===== src/rtl/oam_dma_controller.sv =====
// Game Boy OAM DMA engine (FF46) and CPU/memory bus arbiter.
// Optional macro HRAM_PASSTHRU_EN lets CPU HRAM accesses (FF80h-FFFEh) pre-empt the DMA for one cycle each.
module oam_dma_controller #(
    parameter int RD_LAT  = 1,
    parameter int DMA_LEN = 160
) (
    input  logic        clock,
    input  logic        reset,
    input  logic [15:0] cpu_addr,
    input  logic        cpu_wren,
    input  logic [7:0]  cpu_wdata,
    output logic [7:0]  cpu_rdata,
    output logic [15:0] mem_addr,
    output logic        mem_wren,
    output logic [7:0]  mem_wdata,
    input  logic [7:0]  mem_rdata,
    output logic        dma_active,
    output logic        dma_done
);

    typedef enum logic [2:0] {S_IDLE, S_START, S_RD, S_WAIT, S_WR} state_t;

    state_t      r_state;
    logic [7:0]  r_src_hi;
    logic [7:0]  r_index;
    logic [1:0]  r_wait_cnt;
    logic        r_dma_active;
    logic        r_dma_done;
    logic [7:0]  r_hold;
    logic        r_hold_valid;
    logic        r_pipe_mem [RD_LAT];
    logic [7:0]  r_pipe_val [RD_LAT];

    logic        w_ff46_hit;
    logic        w_ff46_wr;
    logic        w_hram_grab;
    logic        w_last;
    logic [7:0]  w_eff_src;
    logic        w_sel_mem;
    logic [7:0]  w_sel_val;

    assign w_ff46_hit = (cpu_addr == 16'hFF46);
    assign w_ff46_wr  = w_ff46_hit && cpu_wren;
    assign w_last     = (r_index == 8'(DMA_LEN - 1));
    // Sources in E0h-FFh page range fold back onto C0h-DFh (echo RAM).
    assign w_eff_src  = (r_src_hi >= 8'hE0) ? (r_src_hi - 8'h20) : r_src_hi;

`ifdef HRAM_PASSTHRU_EN
    assign w_hram_grab = r_dma_active && (cpu_addr >= 16'hFF80) && (cpu_addr <= 16'hFFFE);
`else
    assign w_hram_grab = 1'b0;
`endif

    always_comb begin
        mem_addr  = cpu_addr;
        mem_wren  = 1'b0;
        mem_wdata = cpu_wdata;
        if (w_hram_grab) begin
            mem_wren = cpu_wren;
        end else begin
            case (r_state)
                S_IDLE:       mem_wren = cpu_wren && !w_ff46_hit;
                S_RD, S_WAIT: mem_addr = {w_eff_src, r_index};
                S_WR: begin
                    mem_addr  = 16'hFE00 + {8'h00, r_index};
                    mem_wren  = 1'b1;
                    mem_wdata = r_hold_valid ? r_hold : mem_rdata;
                end
                default: ;
            endcase
        end
    end

    always_ff @(posedge clock or posedge reset) begin
        if (reset) begin
            r_state      <= S_IDLE;
            r_src_hi     <= 8'h00;
            r_index      <= 8'h00;
            r_wait_cnt   <= 2'd0;
            r_dma_active <= 1'b0;
            r_dma_done   <= 1'b0;
            r_hold       <= 8'h00;
            r_hold_valid <= 1'b0;
        end else begin
            r_dma_done <= 1'b0;
            if (w_ff46_wr) begin
                r_src_hi     <= cpu_wdata;
                r_state      <= S_START;
                r_dma_active <= 1'b1;
                r_index      <= 8'h00;
                r_hold_valid <= 1'b0;
            end else if (w_hram_grab) begin
                // A stalled WR keeps the byte already on mem_rdata; a stalled WAIT reissues its read.
                if (r_state == S_WR && !r_hold_valid) begin
                    r_hold       <= mem_rdata;
                    r_hold_valid <= 1'b1;
                end
                if (r_state == S_WAIT) r_state <= S_RD;
            end else begin
                case (r_state)
                    S_START: begin
                        r_index <= 8'h00;
                        r_state <= S_RD;
                    end
                    S_RD: begin
                        r_wait_cnt <= 2'd0;
                        r_state    <= (RD_LAT > 1) ? S_WAIT : S_WR;
                    end
                    S_WAIT: begin
                        r_wait_cnt <= r_wait_cnt + 2'd1;
                        if (r_wait_cnt == 2'(RD_LAT - 2)) r_state <= S_WR;
                    end
                    S_WR: begin
                        r_hold_valid <= 1'b0;
                        if (w_last) begin
                            r_state      <= S_IDLE;
                            r_dma_active <= 1'b0;
                            r_dma_done   <= 1'b1;
                        end else begin
                            r_index <= r_index + 8'd1;
                            r_state <= S_RD;
                        end
                    end
                    default: ;
                endcase
            end
        end
    end

    // Read-source select travels alongside the memory latency so cpu_rdata lines up with mem_rdata.
    assign w_sel_mem = !w_ff46_hit && (!r_dma_active || w_hram_grab);
    assign w_sel_val = w_ff46_hit ? r_src_hi : 8'hFF;

    always_ff @(posedge clock or posedge reset) begin
        if (reset) begin
            for (int i = 0; i < RD_LAT; i++) begin
                r_pipe_mem[i] <= 1'b0;
                r_pipe_val[i] <= 8'h00;
            end
        end else begin
            r_pipe_mem[0] <= w_sel_mem;
            r_pipe_val[0] <= w_sel_val;
            for (int i = 1; i < RD_LAT; i++) begin
                r_pipe_mem[i] <= r_pipe_mem[i-1];
                r_pipe_val[i] <= r_pipe_val[i-1];
            end
        end
    end

    assign cpu_rdata  = r_pipe_mem[RD_LAT-1] ? mem_rdata : r_pipe_val[RD_LAT-1];
    assign dma_active = r_dma_active;
    assign dma_done   = r_dma_done;

endmodule

===== config.mk =====
export PLATFORM = sky130hd
export DESIGN_NAME = oam_dma_controller
export DESIGN_NICKNAME = d
export VERILOG_FILES = /design/src/rtl/oam_dma_controller.sv
export SDC_FILE = /design/constraint.sdc
export NUM_CORES = 1
export LEC_CHECK = 0
export ABC_AREA = 1
export CAP_MARGIN = 25
export CORE_MARGIN = 2
export CORE_UTILIZATION = 40
export DETAILED_ROUTE_END_ITERATION = 16
export PLACE_DENSITY = 0.72
export SETUP_SLACK_MARGIN = 0.2
export SLEW_MARGIN = 20
export SYNTH_ARGS = -nofsm -noshare
export SYNTH_HDL_FRONTEND = slang
export SYNTH_SLANG_ARGS = --single-unit
export TNS_END_PERCENT = 5

===== constraint.sdc =====
create_clock -name clock -period 4.77 [get_ports clock]
set_clock_uncertainty 0.2 [all_clocks]
set_input_delay 0.954 -clock clock [delete_from_list [all_inputs] [get_ports clock]]
set_output_delay 0.954 -clock clock [all_outputs]
set_load 0.05 [all_outputs]

Word level (Yosys, flattened, before mapping). Index checks and enable logic that the tools add are counted.

Bits in registers: 33. Word-level logic and storage cells: 63. Output and inout port bits: 35. Input bits: 35.

Add/subtract/negate cells: 4. Mux-type cells: 23. Eq/ne operators: 9. Reductions and logical operators: 16. Magnitude comparators: 1. Bitwise logic cells: 1.

Operator list (number): 2-to-1 mux 8 bit (7); one-hot mux 16 bit (2 select lines) (1); equality test 16 bit (second input constant) (1); one-hot mux 8 bit (2 select lines) (1); one-hot mux 3 bit (4 select lines) (1); adder 10 x 9 -> 11 bit (first input constant) (1); adder 8 x 1 -> 8 bit (second input constant) (1); equality test 8 bit (second input constant) (1); greater-or-equal comparator 8 bit (second input constant) (1); 2-to-1 mux 1 bit (8); AND reduction 2 bit (4); subtractor 8 x 6 -> 8 bit (second input constant) (1); equality test 3 x 2 -> 1 bit (second input constant) (2); 2-to-1 mux 3 bit (2); nonzero test 2 bit (3); nonzero test 5 bit (1); one-hot mux 2 bit (2 select lines) (1); equality test 3 x 1 -> 1 bit (second input constant) (1); equality test 3 bit (second input constant) (1); logical AND 1 bit (3); zero test 3 bit (1); != test 3 x 2 -> 1 bit (second input constant) (1); != test 3 bit (second input constant) (1); nonzero test 3 bit (1); 7 further kinds (8).

Logic depth before layout (Yosys ltp). Gate-level depths: netlist (run 1).

Depth after elaboration: 4. Depth in mapped cells: 9. Depth with buffers taken out: 9.

Worst setup path before layout (run 1). Ideal clock, no wire load.

Kind: input to output. Start: input cpu_addr[7]. End: output mem_addr[7]. Required time: 3616 ps. Stages: 2. Arrival time: 2095 ps. Path slack: 1521 ps. Path buffers: 0. Cell sequence: inv_1 o21ai_0.

Word-level cells in the longest chain between the ends: 1.

Ends and longest elaborated chain: from (decl) (RTL line 9) `input logic [15:0] cpu_addr,`; one-hot mux 16 bit (2 select lines) (RTL line 61) `case (r_state)`; to (decl) (RTL line 13) `output logic [15:0] mem_addr,`.

No other way between the ends.

Worst setup path in the final report (run 1).
Start: input cpu_addr[11]. End: output mem_wren.

Word-level cells in the longest chain between the ends: 4.

Ends and longest elaborated chain: equality test 16 bit (RTL line 42) `assign w_ff46_hit = (cpu_addr == 16'hFF46);`; zero test 1 bit (RTL line 62) `S_IDLE: mem_wren = cpu_wren && !w_ff46_hit;`; logical AND 1 bit (RTL line 62); one-hot mux 1 bit (2 select lines) (RTL line 61); to (decl) (RTL line 14) `output logic mem_wren,`.

No other way between the ends.

==> results of run 1 <==
-- flip-flops by register name (all words and copies together), names as in the netlist --
signal	flops
dma_active	1
dma_done	1
r_index	8
r_pipe_mem	1
r_pipe_val	8
r_src_hi	8
r_state	3
r_wait_cnt	2
-- routing by layer --
layer	vias to the layer above	part of all wire (%)	global-route usage [%]
met5	-	0	0
met4	0	1.1	6.63
met3	7	7.8	4.89
met2	89	47	35.3
met1	1000	44	26.0
li1	1050	-	-
-- cells by family after synthesis --
logic type      count (synthesis)  synth area share [%]
mux                             7                  3.83
compound gates                 36                  9.60
flops                          32                  38.9
buf+inv                        50                  10.4
simple gates                  161                  35.4
fa+ha+maj                       3                  1.82
-- critical path: stages --
cell and delay [ns]:
clkdlybuf4s50_1 0.53, nand2_1 0.07, inv_1 0.05, nand2_1 0.06, nor2_2 0.16, nand2_1 0.09
nand3_1 0.07, nand2_1 0.07, clkdlybuf4s50_1 0.71
-- worst paths after layout --
path,to,slack (ns),depth (start not counted)
max in group asynchronous,r_index[4],3.13,3
min in group asynchronous,dma_done,0.77,2
setup / recovery,mem_wren,0.84,9
hold reg to reg,r_pipe_mem,0.25,1
setup reg to reg,r_state[1],2.91,7
hold / removal,r_pipe_mem,0.25,1
-- final cells by class --
type	count	area share, %
Multi-Input combinational cell	207	35.7
Sequential cell	32	27.4
Timing Repair Buffer	71	24.8
Inverter	42	5.47
Tap cell	70	2.99
Clock buffer	6	2.48
Clock inverter	2	1.20
-- power by group through the flow --
| stage | sequential, mW | clock (mW) | combinational [mW] |
|---|---|---|---|
| 4_1_cts | 0.329 | 0.262 | 0.929 |
| 3_3_place_gp | 0.333 | 0 | 0.918 |
| 3_5_place_dp | 0.333 | 0 | 0.924 |
| 6_report | 0.330 | 0.259 | 0.925 |
| 5_1_grt | 0.334 | 0.273 | 0.985 |
| 2_1_floorplan | 0.326 | 0 | 0.640 |
-- Yosys cell counts (all sizes together) --
library cell,number
nand2,103
inv,41
dfrtp,32
o21ai,29
nor2,25
nand3,24
buf,7
mux2,7
nand4,7
a21oi,6
ha,3
nor3b,2
clkbuf,1
clkinv,1
o21a,1
-- per-stage QoR --
step                      worst slack (ns)  utilization [%]  area [µm²]  hold WS [ns]  total power [mW]
after floorplan                       1.52                -        2060         0.229             0.966
after global placement               0.836             55.3        2790         0.245              1.25
after detailed placement             0.840             55.9        2820         0.252              1.26
after CTS                            0.835             58.0        2930         0.262              1.52
after global routing                 0.690             58.0        2930         0.290              1.59
final                                0.843             58.0        2930         0.252              1.51
==> metrics, run 1 <==
1st-pass router iterations 4; Setup TNS 0 ns; Net Sw Power between 0.7 and 0.8 mW; pin count of the biggest net entering global routing 24; PostCTS Resize Cnt 0; Non-Filler Instances 430; vias per std cell between 4 and 5; Synth Instances roughly 290; CTS buffer count 5; htree depth 2; Synth Area per Inst roughly 7.1 µm²; commonest cells after routing, fill and taps aside 97 x nand2_1, 69 x clkdlybuf4s50_1, 38 x inv_1; Starting Density 40.8%; layout cells sized above 1 9.72%; post-route clock period utilization between 80% and 90%; commonest non-fill, non-tap cell in the layout nand2_1; maximum clock path buffer count 2; via count 2146; reg2reg start r_state[1]; DR WL/cell about 13 µm; final estimated routing congestion in global placement 0.886; maximum clock frequency 0.255 GHz; initial antenna violation count 0; PwrDens 517 mW/mm²; status completed; GR Util All Layers 20.7%; Fillers 479; placed cell count approximately 420; CTS tree done; Netlist cell types 26; Worst-Skew Late Latency slightly below 0.3 ns; RSZ-0062 raised after global routing false; final number of max-transition violations 0; Worst Path Required ~3.6 ns; Synth Cell Area 0.00206 mm²; Critical path origin cpu_addr[11]; P&R area growth vs syn 42.1%; Worst Tran Pin Value 0.525 ns; Final min period ~3.9 ns; Internal Power between 0.7 and 0.8 mW; worst hold-check path type reg2reg; WL final about 5600 µm; Die W ~76 µm; Final Hold Viols 0; hpwl dp roughly 4200 µm; critical path class in2out; Comb power frac between 60% and 70%; number of synthesized register bits 32; switching part of the total between 50% and 60%; Synthesized Nets roughly 330; core area between 0.005 and 0.006 mm²; grt ovf 0; sequential power share between 20% and 30%; die area around 0.0057 mm²; Final Setup Violations 0; FP Rows 26; Clk network pwr share approximately 17%; Yosys top cell by area dfrtp_1; Clk Tree Root Cell clkbuf_8; Max-slew headroom 64.9%; first-pass GRT wire length around 9000 µm; clock sinks 32; worst-path maximum fanout 3; peak supply drop 370 µV; io pins 70; critical path startpoint category input port; Hold Buf Count CTS 0; cell leakage power about 1.3 nW; Seq/Total Area, Yosys about two fifths; sequential cell area ~800 µm²; crit path capture type output pin; postcts setup bufs 0; 1st-iter DRT viols 113; Clock Pin Slew Worst Setup and Hold Paths around 0.070 ns; Worst EP arrival 2.77 ns; number of global-route vias before repair 2012; max cap viols 0; port bufs 69; NumNets Final slightly below 400; die height approximately 76 µm; Multi-input gate area about 0.0010 mm²; Syn. warnings 0; synth top area cells dfrtp_1 39%, nand2_1 18%, inv_1 6.9%; ANT cells 0; Synth top area share between 30% and 40%; Detail Route Antenna Nets 0; DRC 0; HP Start dma_active
Power figures use the tool's default switching activity.
==> inputs of run 2 (changes only) <==
==> constraint.sdc (replaced) <==
create_clock -name clock -period 3.9 [get_ports clock]
set_clock_uncertainty 0.2 [all_clocks]
set_input_delay 0.78 -clock clock [delete_from_list [all_inputs] [get_ports clock]]
set_output_delay 0.78 -clock clock [all_outputs]
set_load 0.05 [all_outputs]
==> metrics, run 2 (synthesis gave the netlist of run 1 again) <==
Internal Power 0.893 mW; Final Core Density between 50% and 60%; cell leakage power ~1.3 nW; Hold Buf Count CTS 0; Clk network pwr share between 10% and 20%; biggest regs r_index: 8 flops, r_pipe_val: 8 flops, r_src_hi: 8 flops; switching part of the total between 50% and 60%; die height roughly 76 µm; 1st-iter DRT viols ~130; core area between 0.005 and 0.006 mm²; Final Setup Violations 0; Multi-input gate area 0.00104 mm²; worst hold-check path type reg2reg; io pins 70; max cap viols 0; grt ovf 0; critical path startpoint category input port; Setup WS post-layout ~0.30 ns; htree depth 2; ANT cells 0; peak supply drop around 500 µV; placed cell count approximately 420; hpwl dp around 4200 µm; Worst Tran Pin Value ~0.52 ns; critical path class in2out; DR WL/cell around 13 µm; Worst Path Required roughly 2.9 ns; commonest cells after routing, fill and taps aside 97 x nand2_1, 68 x clkdlybuf4s50_1, 38 x inv_1; Clk Tree Root Cell clkbuf_8; GRT met1 Usage 24.7%; CTS buffer count 5; PwrDens roughly 640 mW/mm²; number of global-route vias before repair roughly 1900; GR Util All Layers 20.2%; crit path capture type output pin; WL final 5600 µm; grt met2 use 35.1%; grt met3 use under 10%; P&R area growth vs syn 41.1%; first-pass GRT wire length roughly 8700 µm; placed cell areas ~0.0028 mm²; Final Hold Viols 0; 1st-pass router iterations 4; final number of max-transition violations 0; Worst EP arrival roughly 2.6 ns; die area around 0.0057 mm²; PnR Total Power around 1.8 mW; Worst-Skew Late Latency 0.28 ns; post-place setup slack just over 0.3 ns; Worst R2R Setup Slack between 2 and 2.5 ns; Non-Filler Instances around 430; layout cells sized above 1 under 10%; maximum clock frequency between 0.2 and 0.3 GHz; CTS tree done; FP Rows 26; worst-path maximum fanout 3; initial antenna violation count 0; Final min period 3.60 ns; clock sinks 32; post-route clock period utilization between 90% and 100%; Fillers 471; Net Sw Power between 0.9 and 1 mW; pin count of the biggest net entering global routing 33; DRC 0; status completed; Design Area, Final 0.00290 mm²; Setup TNS 0 ns; sequential power share between 20% and 30%; port bufs 69; Die W between 70 and 80 µm; Comb power frac 61.1%; vias per std cell between 4 and 5; Clock Pin Slew Worst Setup and Hold Paths ~0.07 ns; maximum clock path buffer count 2; Starting Density between 40% and 50%; Detail Route Antenna Nets 0; Max-slew headroom between 60% and 70%; layer with the highest usage met2; final estimated routing congestion in global placement 0.884; sequential cell area 801 µm²; Hold WS 0.255 ns; commonest non-fill, non-tap cell in the layout nand2_1; via count approximately 2100; NumNets Final 396; RSZ-0062 raised after global routing true
run 2: cell count changes in the layout (fill, tap and decap cells not counted), sizes merged:
cell / change
dlymetal6s2s: +1
clkinvlp: +1
clkbuf: -1
buf: -1
clkdlybuf4s50: -1
run 2: metal layers:
metal	routed length, µm	part of all wire [%]	up-vias
li1	-	-	1050
met1	2410	43	945
met2	2640	47	92
met3	517	9.2	5
met4	34	0.61	0
met5	0	0	-
run 2: power groups by stage:
stage                     Sequential, mW  Clock [mW]  Combinational, mW
after global routing               0.407       0.340               1.20
final                              0.402       0.317               1.13
after floorplan                    0.399           0              0.783
after detailed placement           0.407           0               1.13
after global placement             0.407           0               1.12
after CTS                          0.401       0.325               1.14
run 2: cell type report:
cell class                      count  area share, %
Inverter                           42           5.51
Clock buffer                        5           2.37
Multi-Input combinational cell    207           35.9
Timing Repair Buffer               70           24.1
Sequential cell                    32           27.6
Clock inverter                      3           1.46
Tap cell                           70           3.02
run 2: final timing paths:
| path | start | endpoint | depth (start not counted) |
|---|---|---|---|
| worst max-delay path | cpu_addr[2] | mem_wren | 9 |
| worst min-delay path | dma_active | r_pipe_mem | 1 |
| worst max register to register | r_state[1] | r_state[1] | 7 |
| worst min register to register | dma_active | r_pipe_mem | 1 |
| max in group asynchronous | reset | r_pipe_val[1] | 3 |
| min in group asynchronous | reset | r_src_hi[4] | 3 |
run 2: timing repair:
action / in CTS / in global routing
setup endpoints to repair: 0 / 2
setup buffers: 0 / 0
resized for setup: 0 / 1
run 2: critical path, cell delays in order:
cell and delay [ns]:
clkdlybuf4s50_1 0.50, nand2_1 0.06, inv_1 0.07, nand2_1 0.06, nor2_2 0.17, nand2_1 0.10
nand3_1 0.08, nand2_1 0.08, clkdlybuf4s50_1 0.71
==> inputs of run 3 (changes only) <==
--- a/config.mk
+++ b/config.mk
@@ -7,6 +7,7 @@
 export LEC_CHECK = 0
 export ABC_AREA = 1
 export CAP_MARGIN = 25
+export CORE_ASPECT_RATIO = 1.4
 export CORE_MARGIN = 2
 export CORE_UTILIZATION = 40
 export DETAILED_ROUTE_END_ITERATION = 16
==> metrics, run 3 (synthesis gave the netlist of run 1 again) <==
FP Rows 30; peak supply drop between 500 and 600 µV; Setup TNS 0 ns; Worst Path Required roughly 2.9 ns; Internal Power ~0.89 mW; crit-path max cell delay between 0.7 and 0.8 ns; final estimated routing congestion in global placement about 0.93; io pins 70; first-pass GRT wire length roughly 9400 µm; WP buf/inv 3; Worst Tran Pin Value ~0.52 ns; core area approximately 0.0049 mm²; post-route clock period utilization about 90%; worst hold-check path type reg2reg; R2R depth 7; Final min period 3.59 ns; postcts setup bufs 0; maximum clock frequency roughly 0.28 GHz; via count 2100; htree depth 2; DRC 0; GR Util All Layers a little over a fifth; layout cells sized above 1 under 10%; port bufs 69; biggest regs r_index: 8 flops, r_pipe_val: 8 flops, r_src_hi: 8 flops; PwrDens roughly 640 mW/mm²; maximum clock path buffer count 2; HP Start dma_active; slowest CP cell clkdlybuf4s50_1; CTS tree done; Worst EP arrival approximately 2.6 ns; Hold WS 0.257 ns; Detail Route Antenna Nets 0; P&R area growth vs syn 40.7%; Starting Density between 40% and 50%; Net Sw Power between 0.9 and 1 mW; 1st-iter DRT viols 84; grt ovf 0; cell leakage power 1.33 nW; placed cell count a little over 400; Die W 64.6 µm; sequential cell area 801 µm²; commonest non-fill, non-tap cell in the layout nand2_1; Fillers 484; Comb power frac 60.6%; worst-path maximum fanout 3; hpwl dp between 4000 and 5000 µm; CTS buffer count 5; switching part of the total 51.7%; Worst R2R Setup Slack 2.04 ns; ANT cells 0; Final Hold Viols 0; max cap viols 0; number of global-route vias before repair around 2000; reg2reg start r_state[1]; WL final roughly 5600 µm; Non-Filler Instances approximately 420; Hold Crit Endpoint r_pipe_mem; Clock Pin Slew Worst Setup and Hold Paths about 0.07 ns; Multi-input gate area roughly 0.0010 mm²; CP delay by family, top buffers and inverters; most used cell, CP nand2_1; status completed; critical path startpoint category input port; Clk network pwr share 17.5%; DR WL/cell roughly 13 µm; die area between 0.005 and 0.006 mm²; die height just under 90 µm; crit path capture type output pin; final number of max-transition violations 0; critical path class in2out; RR Endpoint r_state[1]; Final Setup Violations 0; worst path cell trace clkdlybuf4s50_1, nand2_1, inv_1, nand2_1, nor2_2, nand2_1, nand3_1, nand2_1, clkdlybuf4s50_1; sequential power share 21.9%; initial antenna violation count 0; pin count of the biggest net entering global routing 33; Worst-Skew Late Latency 0.29 ns; NumNets Final 396; 1st-pass router iterations 4; Max-slew headroom ~65%; Clk Tree Root Cell clkbuf_8; commonest cells after routing, fill and taps aside 97 x nand2_1, 68 x clkdlybuf4s50_1, 38 x inv_1; clock sinks 32; vias per std cell slightly below 5; RSZ-0062 raised after global routing true; Worst Hold Depth 1
run 3: cell counts in the layout (fill, tap and decap cells not counted):
No cell type changed its count.
run 3: layer usage:
metal | part of all wire, % | track usage, %
met1 | 42 | 25.0
met2 | 51 | 38.9
met3 | 4.6 | 3.82
met4 | 2.1 | 7.93
met5 | 0 | 0
run 3: final cells by class:
| class | count | share of cell area [%] |
|---|---|---|
| Clock buffer | 5 | 2.38 |
| Clock inverter | 3 | 1.47 |
| Inverter | 42 | 5.53 |
| Multi-Input combinational cell | 207 | 36.0 |
| Sequential cell | 32 | 27.6 |
| Tap cell | 64 | 2.76 |
| Timing Repair Buffer | 70 | 24.2 |
run 3: through the flow:
step	setup slack [ns]	util [%]	cell area [µm²]	power, mW
after floorplan	0.965	-	2060	1.18
after CTS	0.302	58.9	2890	1.86
final	0.311	58.9	2900	1.85
after global routing	0.184	58.9	2900	1.95
after global placement	0.312	56.6	2780	1.53
after detailed placement	0.326	56.6	2780	1.54
run 3: power by group through the flow:
| stage | Combinational [mW] | Sequential (mW) | Clock [mW] |
|---|---|---|---|
| 2_1_floorplan | 0.783 | 0.399 | 0 |
| 3_3_place_gp | 1.13 | 0.407 | 0 |
| 3_5_place_dp | 1.13 | 0.408 | 0 |
| 4_1_cts | 1.13 | 0.403 | 0.329 |
| 5_1_grt | 1.20 | 0.410 | 0.343 |
| 6_report | 1.12 | 0.404 | 0.323 |
run 3: what timing repair did:
action                                  CTS  global route
hold buffers                              0             0
endpoints found under the setup margin    0             3
resized for setup                         0             1
run 3: worst max path at each step:
| stage | start | endpoint | slack [ns] | cells after the start |
|---|---|---|---|---|
| after floorplan | r_state[1] | mem_wdata[7] | 0.96 | 4 |
| after global placement | cpu_addr[12] | mem_wren | 0.31 | 9 |
| after detailed placement | cpu_addr[12] | mem_wren | 0.33 | 9 |
| after CTS | r_state[1] | mem_addr[6] | 0.30 | 6 |
| after global routing | cpu_addr[15] | mem_wren | 0.18 | 9 |
| final | cpu_addr[15] | mem_wren | 0.31 | 9 |
